$ cat src/rtl/motors_ctrl_responder_pkg.sv
// motors_ctrl_responder_pkg: shared FSM states and pen-level constants
package motors_ctrl_responder_pkg;
  typedef enum logic [1:0] {IDLE, SETTLE, RUN, DONE} motors_resp_state_e;
  localparam logic SERVO_UP = 1'b0;
  localparam logic SERVO_DOWN = 1'b1;
endpackage

$ cat src/rtl/motors_ctrl_responder_step_axis_gen.sv
// motors_ctrl_responder_step_axis_gen: per-axis remaining-step counter and registered step pulse
module motors_ctrl_responder_step_axis_gen #(
  parameter int PULSE_NUM_WIDTH = 16
) (
  input  logic                       clk,
  input  logic                       reset,
  input  logic                       load,
  input  logic [PULSE_NUM_WIDTH-1:0] magnitude,
  input  logic                       phase,
  input  logic                       wrap,
  output logic                       step,
  output logic                       busy
);
  logic [PULSE_NUM_WIDTH-1:0] cnt, cnt_n;
  assign cnt_n = load ? magnitude : (wrap && cnt != '0) ? cnt - 1'b1 : cnt;
  assign busy = wrap ? (cnt > PULSE_NUM_WIDTH'(1)) : (cnt != '0);
  always_ff @(posedge clk) begin
    if (reset) begin
      cnt <= '0;
      step <= 1'b0;
    end else begin
      cnt <= cnt_n;
      step <= phase && cnt_n != '0;
    end
  end
endmodule

$ cat src/rtl/motors_ctrl_responder.sv
// motors_ctrl_responder: motor-side MotorsCtrl_IF slave executing one step/servo command per trigger
module motors_ctrl_responder
  import motors_ctrl_responder_pkg::*;
#(
  parameter int PULSE_NUM_WIDTH = 16,
  parameter int STEP_PERIOD_CYCLES = 1000,
  parameter int SERVO_SETTLE_CYCLES = 50000
) (
  input  logic                              clk,
  input  logic                              reset,
  input  logic signed [PULSE_NUM_WIDTH-1:0] pulse_num_x,
  input  logic signed [PULSE_NUM_WIDTH-1:0] pulse_num_y,
  input  logic                              servo_pos,
  input  logic                              trigger,
  output logic                              rdy,
  output logic                              done,
  output logic                              step_x,
  output logic                              dir_x,
  output logic                              step_y,
  output logic                              dir_y,
  output logic                              servo_pos_out
);
  localparam int CW = $clog2(STEP_PERIOD_CYCLES);
  localparam int SW = $clog2(SERVO_SETTLE_CYCLES + 1);
  motors_resp_state_e st, st_n;
  logic [CW-1:0] cnt, cnt_n;
  logic [SW-1:0] scnt;
  logic [PULSE_NUM_WIDTH-1:0] mag_x, mag_y;
  logic accept, wrap, phase, busy_x, busy_y;
  assign accept = st == IDLE && trigger;
  assign wrap = st == RUN && cnt == CW'(STEP_PERIOD_CYCLES - 1);
  assign mag_x = $unsigned(pulse_num_x[PULSE_NUM_WIDTH-1] ? -pulse_num_x : pulse_num_x);
  assign mag_y = $unsigned(pulse_num_y[PULSE_NUM_WIDTH-1] ? -pulse_num_y : pulse_num_y);
  assign rdy = st == IDLE;
  assign done = st == DONE;
  always_comb begin
    st_n = st == IDLE   ? (trigger ? (servo_pos != servo_pos_out ? SETTLE : RUN) : IDLE) :
           st == SETTLE ? (scnt == SW'(SERVO_SETTLE_CYCLES - 1) ? RUN : SETTLE) :
           st == RUN    ? (!busy_x && !busy_y ? DONE : RUN) : IDLE;
    cnt_n = (st == RUN && st_n == RUN) ? (wrap ? '0 : cnt + 1'b1) : '0;
    phase = st_n == RUN && cnt_n < CW'(STEP_PERIOD_CYCLES / 2);
  end
  always_ff @(posedge clk) begin
    if (reset) begin
      st <= IDLE;
      cnt <= '0;
      scnt <= '0;
      dir_x <= 1'b0;
      dir_y <= 1'b0;
      servo_pos_out <= SERVO_UP;
    end else begin
      st <= st_n;
      cnt <= cnt_n;
      scnt <= st == SETTLE ? scnt + 1'b1 : '0;
      if (accept) begin
        dir_x <= pulse_num_x[PULSE_NUM_WIDTH-1];
        dir_y <= pulse_num_y[PULSE_NUM_WIDTH-1];
        servo_pos_out <= servo_pos;
      end
    end
  end
  motors_ctrl_responder_step_axis_gen #(.PULSE_NUM_WIDTH(PULSE_NUM_WIDTH)) u_axis_x (
    .clk(clk), .reset(reset), .load(accept), .magnitude(mag_x),
    .phase(phase), .wrap(wrap), .step(step_x), .busy(busy_x)
  );
  motors_ctrl_responder_step_axis_gen #(.PULSE_NUM_WIDTH(PULSE_NUM_WIDTH)) u_axis_y (
    .clk(clk), .reset(reset), .load(accept), .magnitude(mag_y),
    .phase(phase), .wrap(wrap), .step(step_y), .busy(busy_y)
  );
endmodule

$ cat config.mk
export PLATFORM = sky130hd
export DESIGN_NAME = motors_ctrl_responder
export DESIGN_NICKNAME = d
export VERILOG_FILES = /design/src/rtl/motors_ctrl_responder_pkg.sv /design/src/rtl/motors_ctrl_responder_step_axis_gen.sv /design/src/rtl/motors_ctrl_responder.sv
export SDC_FILE = /design/constraint.sdc
export NUM_CORES = 1
export LEC_CHECK = 0
export CAP_MARGIN = 10
export CORE_MARGIN = 5
export CORE_UTILIZATION = 45
export CTS_BUF_LIST = sky130_fd_sc_hd__clkbuf_16
export DETAILED_ROUTE_END_ITERATION = 16
export DONT_BUFFER_PORTS = 1
export HOLD_SLACK_MARGIN = 0.15
export PLACE_DENSITY = 0.7
export SLEW_MARGIN = 30
export SYNTH_ARGS = -nofsm -noshare
export SYNTH_HDL_FRONTEND = slang
export SYNTH_SLANG_ARGS = --single-unit
$ cat constraint.sdc
create_clock -name clk -period 6.2 [get_ports clk]
set_clock_uncertainty 0.15 [all_clocks]
set_input_delay 1.86 -clock clk [delete_from_list [all_inputs] [get_ports clk]]
set_output_delay 1.86 -clock clk [all_outputs]
set_load 0.01 [all_outputs]
==> metrics.cfg, run 1 <==
[global_routing]
grt_max_degree=55
grt_usage_pct=17.9
grt_pass1_wl_mm=16.8
antenna_found_initial=0
overflow=0
grt_pass1_vias=3722

[routing]
routed_wl_mm=9.93
firstDrtPassIters=5
first_iter_violations=342
drc=0
vias=3799
ant_nets=0
drt-vias-per-instance=5.86
wl_per_cell_um=15.3

[floorplan]
io-pin-count=43
die_y_um=107
rows=35
die_area_sq_um=11500
coreArea_sq_um=9200
die_x_um=107
start_util_pct=46.1

[cts]
cts_buffers=9
holdBufCountCts=0
cts-root-buf=clkbuf_16
htreeDepth=3
cts_setup_buffers=0
clkSinkCount=65
cts_resized=0
clock_tree.buffer_depth=2
cts_tree=yes
insertion_delay_ps=330
clk_pin_slew_ps=60

[logic_synthesis]
synth_seq_cells=65
async_reset_ff_share_pct=0
yosys.area.top_type=dfxtp_1
syn_nets=590
synth-edff-count=0
syn_inst=544
ys_seq_area_share_pct=30.7
syn_area_sq_um=4240
ys.flop_type=dfxtp_1
syn_avg_cell_area_sq_um=7.80
synth_cell_types=67
yosysWarnings=0
synth.area.top_cells=dfxtp_1 31%, nor2_1 7.0%, xor2_1 6.8%
synth_top_area_share_pct=30.7

[hold_path]
worstHoldPathType=flip-flop to flip-flop
worstHoldStart=scnt[0]$_SDFF_PP0_
holdPathStages=1
whs_endpoint=scnt[0]$_SDFF_PP0_

[setup_path]
cp-end-kind=flip-flop
crit_required_ps=6270
r2r_setup_slack_ps=2680
criticalPathCategory=input port to flip-flop
reg2reg_depth=9
cp_max_fo=4
cp_data_arrival_time_ps=3990
startpoint_type=input port
reg2reg_from=cnt[0]$_SDFF_PP0_
r2r-end=u_axis_x.step$_SDFF_PP0_

[run_status]
status=complete, no violations

[timing]
period_needed_ps=3920
tightestPinTransition_ps=622
period_share_pct=63.2
drv_slew=0
rsz0062_at_grt=no
hold_viol_final=0
setup_violations=0
relSlewSlack_pct=58.2
fmax_mhz=255
setup-tns-final_ps=0

[finish]
n_antenna_cell=0
n_fill_cell=874
fin_util_pct=50.1
nets=578
area_growth_pct=8.49
layout-drive-gt1-share_pct=6.70

[placement]
gp_congestion=0.845
port-buffer-count=0
place_hpwl_mm=7.27

[power]
leakagePower_nw=1.66
irDropWorstVdd_mv=0.145
powerDensity_nw_per_um2=271
total_power_w=0.00125

[flow_run]
drv_cap=0

[worst max path at each step]
stage / from / endpoint / slack [ps] / cells after the start
2_1_floorplan: pulse_num_x[6] / u_axis_x.step$_SDFF_PP0_ / 2110 / 8
3_3_place_gp: trigger / u_axis_x.step$_SDFF_PP0_ / 1960 / 7
3_5_place_dp: trigger / u_axis_x.step$_SDFF_PP0_ / 1950 / 7
4_1_cts: trigger / u_axis_x.step$_SDFF_PP0_ / 2290 / 7
5_1_grt: pulse_num_y[6] / u_axis_y.step$_SDFF_PP0_ / 2120 / 8
6_report: pulse_num_x[6] / u_axis_x.step$_SDFF_PP0_ / 2280 / 8
[cell usage after synthesis, types with 8 or more instances]
cell type,number
and3_1,10
a211oi_1,8
or4_1,8
nor3_1,21
clkbuf_1,19
nand4_1,15
nor2b_1,11
inv_1,14
or3_1,10
o31ai_1,10
ha_1,10
nand2_1,50
nor2_1,79
dfxtp_1,65
xnor2_1,28
nand3_1,20
nor4_1,9
xor2_1,33
o21ai_0,20
a21oi_1,24
[kinds of logic after synthesis]
group	Yosys count	share of synthesized area, %
multiplexers	4	0.973
XOR/XNOR	61	12.6
adder cells (fa/ha/maj)	10	2.95
AND/OR/NAND/NOR	267	33.2
buffers and inverters	38	3.98
AO/OA/AOI/OAI	99	15.6
flip-flops	65	30.7
[routing by layer]
layer  GRT usage [%]  routed length [um]
met3            5.12                 791
met5               0                   0
met4            7.76                 195
met1            23.7                4630
met2            27.2                4310
[through the flow]
stage                     setup slack [ps]  cells  hold WS [ps]  instance area (sq um)
after CTS                             2290    648           323                   4600
after detailed placement              1950    632           309                   4280
final                                 2280    648           318                   4600
after global placement                1960    632           294                   4280
after global routing                  2120    648           348                   4600
after floorplan                       2110    544           280                   4240
[final cells by class]
class / count / area (sq um) / share of cell area (%)
multi-input combinational: 441 / 2780 / 60.5
clock inverter: 7 / 93.8 / 2.04
clock buffer: 9 / 225 / 4.89
sequential: 65 / 1300 / 28.3
tap: 111 / 139 / 3.02
timing repair buffer: 1 / 7.51 / 0.163
inverter: 14 / 52.6 / 1.14
[placed cells by master (no fill, tap or decap), drive strengths merged, types with 3 or more instances in the layout]
cell type,synthesis,routed
nor3,22,22
inv,14,15
and3,11,11
o22ai,4,4
clkbuf,20,9
nand2,51,51
o41ai,5,5
nor2b,11,11
o21ai,20,20
o31a,3,3
or2,3,3
a211oi,8,8
o31ai,10,10
nor3b,3,3
or4,10,10
a21oi,24,24
or3,11,11
nand3,20,20
mux2i,3,3
nor2,79,79
nor4,12,12
nand2b,5,5
a31oi,3,3
xor2,33,33
xnor2,28,28
ha,10,10
nand4,15,15
o211ai,7,7
dfxtp,65,65
[state kept, by name (all words and copies together), names as in the netlist]
register	flops
scnt	16
u_axis_x.cnt	16
u_axis_y.cnt	16
cnt	10
st	2
dir_x	1
dir_y	1
servo_pos_out	1
u_axis_x.step	1
u_axis_y.step	1
[report_power, final]
part	internal, W	switching, W
combinational	0.0000958	0.000134
sequential	0.000444	0.0000337
clock	0.000351	0.000190
[worst max-delay path: stages]
cell and delay, ps:
nor4_1 350, nand4_1 220, o41a_1 360, xor2_1 150, mux2i_1 160, nand4_1 110
or4_1 480, o31a_1 300
No activity file was read; power rests on OpenSTA's default activity.
==> inputs of run 2 (changes only) <==
- PLACE_DENSITY: 0.7 -> 0.72
- clock period: 6.2 -> 3.3 ns (I/O delays scaled with it)
==> metrics.cfg, run 2 (synthesized netlist as in run 1, its figures left out) <==
[setup_path]
crit_required_ps=3370
cp_max_fo=7
criticalPathCategory=flip-flop to flip-flop
cp-end-kind=flip-flop
r2r_setup_slack_ps=190
startpoint_type=flip-flop
cp_data_arrival_time_ps=3180

[global_routing]
grt_usage_pct=18.5
grt_max_degree=40
grt_pass1_wl_mm=17.2
overflow=0
antenna_found_initial=0
grt_pass1_vias=3699

[timing]
setup-tns-final_ps=0
tightestPinTransition_ps=619
worst_hold_slack_ps=315
fmax_mhz=321
hold_viol_final=0
setup_violations=0
period_share_pct=94.4
drv_slew=0
period_needed_ps=3110
relSlewSlack_pct=58.6
rsz0062_at_grt=no

[finish]
mostFrequentLayoutCell=nor2_1
n_antenna_cell=0
n_fill_cell=856
final_cell_mix=79 x nor2_1, 65 x dfxtp_1, 50 x nand2_1
area_growth_pct=13.6
nets=598
seq_area_sq_um=1300
layout-drive-gt1-share_pct=10.6
reg_top3=scnt x16, u_axis_x.cnt x16, u_axis_y.cnt x16
multiInputGateArea_sq_um=2800

[floorplan]
coreArea_sq_um=9200
start_util_pct=46.1
die_y_um=107
io-pin-count=43
rows=35
die_area_sq_um=11500
die_x_um=107

[cts]
insertion_delay_ps=330
clkSinkCount=65
htreeDepth=3
clk_pin_slew_ps=50
clock_tree.buffer_depth=2
cts_tree=yes
holdBufCountCts=0
cts-root-buf=clkbuf_16
cts_buffers=9
cts_setup_buffers=0

[routing]
drc=0
drt-vias-per-instance=5.89
ant_nets=0
wl_per_cell_um=15.6
firstDrtPassIters=5
vias=3936
routed_wl_mm=10.4
first_iter_violations=241

[placement]
place_hpwl_mm=7.67
port-buffer-count=0
gp_congestion=0.836

[power]
clkPwrFrac_pct=46.2
leakagePower_nw=1.79
swShare_pct=26.8
total_power_w=0.00253
internal-power_w=0.00185
power_frac_comb_pct=18.5
powerDensity_nw_per_um2=525
seqPwrFrac_pct=35.3
p_sw_w=0.000678
irDropWorstVdd_mv=0.265

[run_status]
status=complete, no violations

[hold_path]
worstHoldPathType=flip-flop to flip-flop

[flow_run]
drv_cap=0

-- run 2: cell count changes in the layout (fill, tap and decap cells not counted), sizes merged --
cell / change
buf: +20
inv: -1
bufinv: +2
clkinv: +1
clkinvlp: -2
-- run 2: power groups by stage --
stage	clock network [W]	registers, W	logic (W)
after floorplan	0	0.000893	0.000365
after global placement	0	0.000906	0.000451
after detailed placement	0	0.000908	0.000458
after CTS	0.00118	0.000891	0.000463
after global routing	0.00122	0.000900	0.000523
final	0.00117	0.000894	0.000469
-- run 2: layout make-up --
class,instances,area share [%]
clock buffers,9,4.67
clock inverters,7,2.96
inverters,14,1.09
multi-input cells,441,58.1
flip-flops and latches,65,27.0
well taps,111,2.88
repair buffers,21,3.27
-- run 2: final timing paths --
path | start | cells after the start | to
worst max-delay path | u_axis_x.cnt[2]$_SDFF_PP0_ | 8 | u_axis_x.step$_SDFF_PP0_
worst min-delay path | scnt[0]$_SDFF_PP0_ | 1 | scnt[0]$_SDFF_PP0_
worst max register to register | u_axis_x.cnt[2]$_SDFF_PP0_ | 8 | u_axis_x.step$_SDFF_PP0_
worst min register to register | scnt[0]$_SDFF_PP0_ | 1 | scnt[0]$_SDFF_PP0_
-- run 2: repair_timing --
item | in CTS | in global routing
endpoints found under the setup margin | 0 | 1
endpoints found under the hold margin | 0 | 0
resized for setup | 0 | 4
-- run 2: per-stage QoR --
step | instances | cell area [sq um] | utilization [%] | worst slack (ps)
floorplan | 544 | 4240 | - | 78.0
detailed placement | 652 | 4430 | 48.2 | 13.3
global placement | 652 | 4430 | 48.2 | 38.3
global route | 668 | 4820 | 52.4 | 18.6
CTS | 668 | 4800 | 52.2 | 106
finish | 668 | 4820 | 52.4 | 186
-- run 2: per-layer routing --
layer	global-route usage [%]	wire length, um	vias to the layer above	share of wire [%]
li1	-	-	1968	-
met1	24.6	4790	1829	46
met2	28.0	4750	122	46
met3	4.58	690	17	6.6
met4	8.58	176	0	1.7
met5	0	0	-	0
-- run 2: worst max-delay path: stages (launching register included) --
cell     delay (ps)
dfxtp_1         370
or4_1           600
nor4_4          300
nand3_1         220
o21a_1          230
nor3_1          240
nor2_1           60
or4_1           520
o31a_1          300
==> inputs of run 3 (changes only) <==
- GPL_ROUTABILITY_DRIVEN: default -> 0
- HOLD_SLACK_MARGIN: 0.15 -> default
==> metrics.cfg, run 3 (synthesized netlist as in run 1, its figures left out) <==
[run_status]
status=complete, no violations

[floorplan]
io-pin-count=43
rows=35
coreArea_sq_um=9200
die_y_um=107
start_util_pct=46.1
die_x_um=107
die_area_sq_um=11500

[cts]
clkSinkCount=65
htreeDepth=3
clock_tree.buffer_depth=2
cts_buffers=9
cts-root-buf=clkbuf_16
holdBufCountCts=0
insertion_delay_ps=320
cts_tree=yes
clk_pin_slew_ps=50

[setup_path]
cpMaxStageDelayCell=or4_1
crit_top_cell=or4_1
criticalPathCategory=flip-flop to flip-flop
r2r-end=u_axis_x.step$_SDFF_PP0_
path_cells=or4_1, nor4_4, nand3_1, o21a_1, nor3_1, nor2_1, or4_1, o31a_1
worst_path_largest_cell_delay_ps=600
crit_family=simple AND/OR/NAND/NOR gates
crit_required_ps=3370
reg2reg_depth=8
reg2reg_from=u_axis_x.cnt[2]$_SDFF_PP0_
cp_max_fo=7
startpoint_type=flip-flop
cp_data_arrival_time_ps=3190
cp_num_buf_inv=0
r2r_setup_slack_ps=170
cp-end-kind=flip-flop

[finish]
seq_area_sq_um=1300
layout-drive-gt1-share_pct=9.55
mostFrequentLayoutCell=nor2_1
multiInputGateArea_sq_um=2800
reg_top3=scnt x16, u_axis_x.cnt x16, u_axis_y.cnt x16
area_growth_pct=11.0
n_antenna_cell=0
nets=599
final_cell_mix=79 x nor2_1, 65 x dfxtp_1, 50 x nand2_1
n_fill_cell=871
fin_util_pct=51.2
finalNonFillerCells=666

[timing]
relSlewSlack_pct=58.8
hold_viol_final=0
period_share_pct=94.8
rsz0062_at_grt=no
fmax_mhz=320
setup_violations=0
tightestPinTransition_ps=617
period_needed_ps=3130
drv_slew=0

[global_routing]
grt_usage_pct=18.7
antenna_found_initial=0
grt_max_degree=40
grt_pass1_wl_mm=17.7
overflow=0
grt_pass1_vias=3823

[routing]
firstDrtPassIters=5
routed_wl_mm=10.4
drt-vias-per-instance=5.95
wl_per_cell_um=15.5
vias=3960
drc=0
ant_nets=0
first_iter_violations=213

[placement]
port-buffer-count=0
dp.cells=651
place_hpwl_mm=7.70

[power]
leakagePower_nw=1.75
powerDensity_nw_per_um2=458
irDropWorstVdd_mv=0.276

[hold_path]
worstHoldStart=scnt[0]$_SDFF_PP0_
holdPathStages=1
whs_endpoint=scnt[0]$_SDFF_PP0_
worstHoldPathType=flip-flop to flip-flop

[flow_run]
drv_cap=0

-- run 3: changes by cell type in the layout (fill, tap and decap cells not counted), sizes merged --
cell	previous run	this run
buf	21	22
bufinv	4	0
clkinv	3	2
inv	14	16
-- run 3: per-stage QoR --
step | power (W) | hold WS, ps | TNS, ps | instance area [sq um] | worst slack, ps
floorplan | 0.00126 | 280 | 0 | 4240 | 78.0
global placement | 0.00136 | 292 | 0 | 4430 | 36.9
detailed placement | 0.00137 | 303 | -5.91 | 4430 | -5.91
CTS | 0.00216 | 315 | 0 | 4680 | 106
global route | 0.00227 | 361 | 0 | 4710 | 11.7
finish | 0.00216 | 311 | 0 | 4710 | 171
-- run 3: report_power, final --
group          total (W)  switching [W]  internal (W)
clock network   0.000794       0.000309      0.000484
logic           0.000469       0.000263      0.000205
registers       0.000895      0.0000601      0.000835
-- run 3: how the worst max path moves through the flow --
stage | from | end | slack, ps | cells past startpoint
global placement | pulse_num_x[6] | u_axis_x.step$_SDFF_PP0_ | 40 | 8
global route | u_axis_x.cnt[0]$_SDFF_PP0_ | u_axis_x.step$_SDFF_PP0_ | 10 | 11
finish | u_axis_x.cnt[2]$_SDFF_PP0_ | u_axis_x.step$_SDFF_PP0_ | 170 | 8
floorplan | pulse_num_x[6] | u_axis_x.step$_SDFF_PP0_ | 80 | 8
CTS | cnt[1]$_SDFF_PP0_ | u_axis_x.step$_SDFF_PP0_ | 110 | 9
detailed placement | pulse_num_x[6] | u_axis_x.step$_SDFF_PP0_ | -6 | 8
-- run 3: cell type report --
cell class | count | area share (%)
clock buffers | 9 | 4.78
clock inverters | 4 | 0.345
inverters | 14 | 1.12
multi-input cells | 441 | 59.4
flip-flops and latches | 65 | 27.6
well taps | 111 | 2.95
repair buffers | 22 | 3.77
-- run 3: timing repair --
action                                  CTS  global route
endpoints found under the hold margin     0             0
endpoints found under the setup margin    0             2
setup buffers                             0             2
resized for setup                         0             3
-- run 3: layer usage --
metal	vias to the layer above	wire [um]	part of all wire [%]	track usage, %
met3	12	770	7.4	5.42
li1	1969	-	-	-
met2	147	4700	45	29.5
met1	1832	4760	46	25.0
met4	0	127	1.2	4.84
met5	-	0	0	0
